<file path="config.mk">
export PLATFORM = sky130hd
export DESIGN_NAME = node_mac_serial
export DESIGN_NICKNAME = d
export VERILOG_FILES = /design/src/rtl/node_mac_serial.sv
export SDC_FILE = /design/constraint.sdc
export NUM_CORES = 1
export LEC_CHECK = 0
export CELL_PAD_IN_SITES_DETAIL_PLACEMENT = 0
export CELL_PAD_IN_SITES_GLOBAL_PLACEMENT = 2
export CORE_MARGIN = 3
export CORE_UTILIZATION = 34
export CTS_CLUSTER_SIZE = 14
export DETAILED_ROUTE_END_ITERATION = 8
export PLACE_DENSITY_LB_ADDON = 0.1
export SYNTH_ARGS = -nofsm -noshare
export SYNTH_HDL_FRONTEND = slang
export SYNTH_SLANG_ARGS = --single-unit
</file>
<file path="constraint.sdc">
create_clock -name clk -period 5.3 [get_ports clk]
set_input_delay 1.59 -clock clk [delete_from_list [all_inputs] [get_ports clk]]
set_output_delay 1.59 -clock clk [all_outputs]
set_load 0.1 [all_outputs]
</file>
<file path="src/rtl/node_mac_serial.sv">
// Serial neuron: one MAC per accepted beat, then ReLU/round/shift/saturate; result 2 cycles after last beat, held until out_ready.
// Input is stalled (in_ready=0) while finishing and holding a result. NODE_LEAKY_RELU_EN selects a 1/8-slope negative region.
module node_mac_serial #(
    parameter int N_IN = 30,
    parameter int D_W  = 8,
    parameter int W_W  = 8,
    parameter int FRAC = 6,
    parameter logic [N_IN*W_W-1:0] WEIGHTS = '0,
    localparam int ACC_W = D_W + W_W + $clog2(N_IN) + 1,
    parameter logic signed [ACC_W-1:0] BIAS = '0
) (
    input  logic           clk,
    input  logic           reset,
    input  logic           in_valid,
    output logic           in_ready,
    input  logic [D_W-1:0] in_data,
    output logic           out_valid,
    input  logic           out_ready,
    output logic [D_W-1:0] out_data,
    output logic           out_sat
);
    localparam int IDX_W = (N_IN > 1) ? $clog2(N_IN) : 1;
    localparam logic [IDX_W-1:0] P_LAST = IDX_W'(N_IN - 1);
    localparam logic signed [ACC_W-1:0] P_MAX = ACC_W'((1 << (D_W - 1)) - 1);
    localparam logic signed [ACC_W-1:0] P_MIN = -P_MAX - ACC_W'(1);

    typedef enum logic [1:0] {S_ACC, S_FIN, S_OUT} state_t;

    state_t                     r_state, w_state_nxt;
    logic        [IDX_W-1:0]    r_idx;
    logic signed [ACC_W-1:0]    r_acc;
    logic        [W_W-1:0]      w_weight;
    logic signed [D_W+W_W-1:0]  w_prod;
    logic signed [ACC_W-1:0]    w_prod_ext;
    logic signed [ACC_W-1:0]    w_shr;
    logic signed [ACC_W-1:0]    w_rnd;
    logic        [D_W-1:0]      w_res;
    logic                       w_sat;
    logic                       w_beat;

    assign in_ready   = (r_state == S_ACC);
    assign w_beat     = in_valid && in_ready;
    assign w_weight   = WEIGHTS[r_idx*W_W +: W_W];
    assign w_prod     = $signed(in_data) * $signed(w_weight);
    assign w_prod_ext = {{(ACC_W-D_W-W_W){w_prod[D_W+W_W-1]}}, w_prod};
    // Round half up: add back the bit just below the binary point.
    assign w_shr      = r_acc >>> FRAC;
    assign w_rnd      = w_shr + {{(ACC_W-1){1'b0}}, r_acc[FRAC-1]};

`ifdef NODE_LEAKY_RELU_EN
    logic signed [ACC_W-1:0] w_leak;
`endif

    always_comb begin
        w_res = '0;
        w_sat = 1'b0;
`ifdef NODE_LEAKY_RELU_EN
        w_leak = w_rnd >>> 3;
`endif
        if (!r_acc[ACC_W-1]) begin
            if (w_rnd > P_MAX) begin
                w_res = P_MAX[D_W-1:0];
                w_sat = 1'b1;
            end else begin
                w_res = w_rnd[D_W-1:0];
            end
        end
`ifdef NODE_LEAKY_RELU_EN
        else begin
            if (w_leak < P_MIN) begin
                w_res = P_MIN[D_W-1:0];
                w_sat = 1'b1;
            end else begin
                w_res = w_leak[D_W-1:0];
            end
        end
`endif
    end

    always_comb begin
        w_state_nxt = r_state;
        case (r_state)
            S_ACC:   if (w_beat && (r_idx == P_LAST)) w_state_nxt = S_FIN;
            S_FIN:   w_state_nxt = S_OUT;
            S_OUT:   if (out_ready) w_state_nxt = S_ACC;
            default: w_state_nxt = S_ACC;
        endcase
    end

    always_ff @(posedge clk) begin
        if (reset) begin
            r_state   <= S_ACC;
            r_idx     <= '0;
            r_acc     <= BIAS;
            out_valid <= 1'b0;
            out_data  <= '0;
            out_sat   <= 1'b0;
        end else begin
            r_state <= w_state_nxt;
            case (r_state)
                S_ACC: begin
                    if (w_beat) begin
                        r_acc <= r_acc + w_prod_ext;
                        r_idx <= (r_idx == P_LAST) ? '0 : r_idx + IDX_W'(1);
                    end
                end
                S_FIN: begin
                    out_data  <= w_res;
                    out_sat   <= w_sat;
                    out_valid <= 1'b1;
                end
                S_OUT: begin
                    if (out_ready) begin
                        out_valid <= 1'b0;
                        r_acc     <= BIAS;
                        r_idx     <= '0;
                    end
                end
                default: ;
            endcase
        end
    end
endmodule
</file>
Yosys cells after proc, flatten, opt, wreduce, memory -nomap -nowiden. Cells that the tools add are included.

Register bits after elaboration: 39. Input bits: 12. Output and inout port bits: 11.

Add/sub/neg operators: 3. Multipliers: 1. $lt $le $gt $ge: 1. Eq/ne operators: 6. Shift-type cells: 1. Mux-type cells: 16. Reduce and logical (&&, ||, !) cells: 8.

Operators by type and width (number): 240-bit by 9-bit variable part select with 8-bit output, first input constant (1); 22-bit two-way mux (2); 22-bit one-hot mux with 2 select lines (1); 22-bit by 16-bit adder with 22-bit output (1); 16-bit by 2-bit adder with 17-bit output (1); 17-bit by 8-bit > comparator with 1-bit output, second input constant (1); 8-bit by 8-bit multiplier with 16-bit output (1); 8-bit two-way mux (2); 5-bit two-way mux (3); 5-bit one-hot mux with 2 select lines (1); 2-bit one-hot mux with 3 select lines (1); 5-bit by 1-bit adder with 5-bit output, second input constant (1); 5-bit equality test, second input constant (1); 2-bit two-way mux (2); 2-bit by 1-bit inequality test with 1-bit output, second input constant (2); 2-bit AND reduction (2); 2-bit nonzero test (2); 1-bit two-way mux (3); 3-bit AND reduction (1); 2-bit by 1-bit equality test with 1-bit output, second input constant (1); 2-bit equality test, second input constant (1); 1-bit logical AND (2); 2-bit logical NOT (1); 2-bit inequality test, second input constant (1); 1-bit one-hot mux with 2 select lines (1).

Logic depth before layout (Yosys ltp).
Depth in word-level cells: 5. Depth in mapped cells: 8.

Least setup slack after synthesis. OpenSTA, ideal clock, no wires.

Path kind: register to output. From: reg r_state[0]. To: out in_ready. Arrival: 1625 ps. Required time: 3710 ps. Path slack: 2085 ps. Stages on the path, launching flop included: 2. Path buffers: 0. Cells stage by stage: dfxtp_1 nor2_1.

Word-level cells in the longest chain between the ends: 1.

RTL lines: start: declaration (RTL line 29) `state_t r_state, w_state_nxt;`; start signal: assignment (RTL line 99) `r_state <= w_state_nxt;`; 2-bit logical NOT (RTL line 41) `assign in_ready = (r_state == S_ACC);`; end: declaration (RTL line 15) `output logic in_ready,`.

Every way passes these cells.

Final worst setup path. Ends and elaborated chain as after synthesis.

==> flow_summary.json <==
{
  "run_status": "finished clean",
  "yosysWarningCount": 0,
  "synthesis.instances": 156,
  "finish.net_count": 190,
  "number_of_antenna_violations_at_the_first_check_in_global_routing": 0,
  "maximum_operating_frequency_mhz": 283,
  "cts.sink_count": 34,
  "path_cells": "nor2_1 -> clkdlybuf4s50_1",
  "grt_pass1_vias": 1161,
  "global_route_wire_length_before_repair_um": 5120,
  "dieWidth_um": 71.7,
  "timing.hold.worst.class": "register to register",
  "synth.mux.area_fraction": 0,
  "grt_start_max_net_pins": 18,
  "vdd.ir_drop.worst_mv": 0.127,
  "timing.critical_path.slowest_cell_delay_ns": 1.15,
  "postCtsHoldBufs": 0,
  "pin_slew_with_the_least_headroom_to_its_limit_ns": 1.06,
  "gp_congestion": 0.704,
  "cts-htree-levels": 2,
  "synth.lib_cells_used.distinct": 31,
  "yosys_register_bits": 34,
  "critical_setup_path_class": "register to primary output",
  "worst_skew_pair.late_latency_ns": 0.28,
  "cts_inserted_buffers": 5,
  "die_h_um": 71.7,
  "grt-ovfl-total": 0,
  "syn-cell-area_um2": 1470,
  "post_synth.cell_area_avg_um2": 9.40,
  "worstPathRequired_ns": 3.71,
  "worst_path_max_fanout": 7,
  "area_fraction_in_and_or_nand_and_nor_cells_after_synthesis": 0.252,
  "startpoint_type": "register",
  "final_layout_size_suffix_gt1_frac": 0.0632,
  "path_clk_slew_ns": 0.06,
  "detail_route.drc_violations": 0,
  "fillers": 400,
  "synth-seq-area-share": 0.464,
  "postCtsSetupRepairBufs": 0,
  "synth-compound-area-share": 0.141,
  "floorplan.io_pins": 23,
  "slew-limit-headroom": 0.292,
  "dp_hpwl_um": 2070,
  "final_cell_mix": "34 x dfxtp_1, 17 x and2_1, 14 x nand2_1, 14 x clkdlybuf4s50_1, 12 x nor2_1",
  "core.rowCount": 23,
  "drt_iter0_markers": 42,
  "dieArea_um2": 5140,
  "tritoncts_clock_tree": "built",
  "worst_path_max_delay_cell": "clkdlybuf4s50_1",
  "ant_diodes": 0,
  "drtPass1Iterations": 4,
  "ctsLongestPathBuffers": 2,
  "most_common_library_cell_in_the_layout_ignoring_fill_and_taps": "dfxtp_1",
  "power.density_nw_per_um2": 279,
  "finClkSkew_ns": 0.00567,
  "port_buffers": 14,
  "synth_xor_xnor_area_share": 0.0776,
  "yosysTopAreaCellShare": 0.464,
  "slew_viol_final": 0,
  "post_dp_cell_area_um2": 1650,
  "post_drt_wl_per_cell_um": 12.6,
  "post_synth_fa_ha_maj_area_fraction": 0.0427,
  "core_area_um2": 4090,
  "detail_route.wirelength_um": 2830,
  "cts_resized": 0,
  "fin_crit_sh": 0.666,
  "vias_post_dr": 1153,
  "maxCapViolations": 0,
  "worstSetupEndpointType": "primary output",
  "final_hold_viol_count": 0,
  "vias_per_cell": 5.15,
  "timing.setup.tns_ns": 0,
  "leakagePower_nw": 0.689,
  "largest_area_contributor_in_the_netlist": "dfxtp_1",
  "ant_nets": 0,
  "floorplan.initialDensity": 0.359,
  "post_synth_main_area_contributors": "dfxtp_1 46%, and2_1 7.3%, xor2_1 6.0%",
  "timing.critical_path.arrival_ns": 1.94,
  "report.final.setup_viol": 0,
  "setup_repair_after_global_routing_missed_its_margin": "no",
  "period_needed_ns": 3.53,
  "p_r_area_growth_vs_syn_pct": 20.3,
  "synth_top_family_by_area": "simple AND/OR/NAND/NOR gates",
  "postLayoutCellArea_um2": 1760,
  "groute.usage.overall": 0.128,
  "cts_root_buf": "clkbuf_8",
  "mappedNetlistNets": 173
}
-- through the flow --
step	util	setup WS, ns	std cells	power [W]	hold slack (ns)
after floorplan	-	2.08	156	0.000273	0.461
after global placement	0.405	1.90	216	0.000278	0.465
after detailed placement	0.405	1.81	216	0.000278	0.470
after CTS	0.432	1.75	224	0.000499	0.486
after global routing	0.432	1.71	224	0.000516	0.501
final	0.432	1.77	224	0.000493	0.482
-- power by group --
| group | switching [W] | total [W] | internal, W |
|---|---|---|---|
| Combinational | 0.00000775 | 0.0000127 | 0.00000493 |
| Clock | 0.0000897 | 0.000221 | 0.000131 |
| Sequential | 0.00000194 | 0.000259 | 0.000257 |
-- final cells by class --
cell class                      instances  area (um2)  share of cell area
Clock buffer                            8         110              0.0624
Inverter                                5        18.8              0.0106
Tap cell                               50        62.6              0.0355
Timing Repair Buffer                   14         140              0.0794
Multi-Input combinational cell        113         752               0.426
Sequential cell                        34         681               0.386
-- cell usage after synthesis --
library cell  number
dfxtp_1           34
and2_1            17
nand2_1           14
nor2_1            12
xor2_1            10
a21oi_1            7
ha_1               5
inv_1              5
nand3_1            5
nand4_1            5
a221oi_1           4
o31ai_1            4
or3_1              4
a32oi_1            3
clkbuf_1           3
nor4_1             3
o21ai_0            3
xnor2_1            3
a31oi_1            2
nor3_1             2
a2111oi_4          1
a211o_1            1
a211oi_1           1
and3_1             1
and3b_1            1
and4_1             1
buf_1              1
nand3_2            1
nand4_2            1
nor4b_1            1
o31a_1             1
-- logic make-up (layout without fill, tap and decap cells) --
group | after synthesis | in the layout
AOI/OAI and AO/OA | 27 | 27
DFF | 34 | 34
buffers and inverters | 9 | 27
xor gates and xnor gates | 13 | 13
adders and majority gates | 5 | 5
and+or+nand+nor | 68 | 68
-- per-layer routing --
layer  wire (um)  vias to the layer above  GRT usage
met3         100                        6     0.0547
met5           0                        -          0
met2        1290                       17      0.208
met1        1400                      541      0.150
met4          42                        0     0.0438
li1            -                      589          -
-- registers in the layout, summed over array words and instances, names as in the netlist --
| name | cells |
|---|---|
| out_sat | 1 |
| r_idx | 5 |
| r_state | 2 |
| r_acc | 17 |
| out_valid | 1 |
| out_data | 8 |
-- worst max-delay path: cells and delay by family (launching register included) --
family                 cells  cell delay (ns)
buffers and inverters      1             1.15
flip-flops                 1             0.37
AND/OR/NAND/NOR            1             0.14
-- final timing paths --
path	start	to	slack [ns]	cells after the start
setup / recovery	r_state[0]	in_ready	1.77	2
hold / removal	out_sat	out_sat	0.48	2
setup reg to reg	r_acc[5]	out_data[4]	2.86	8
hold reg to reg	out_sat	out_sat	0.48	2
Note: power is estimated with default switching activity, not from simulation.
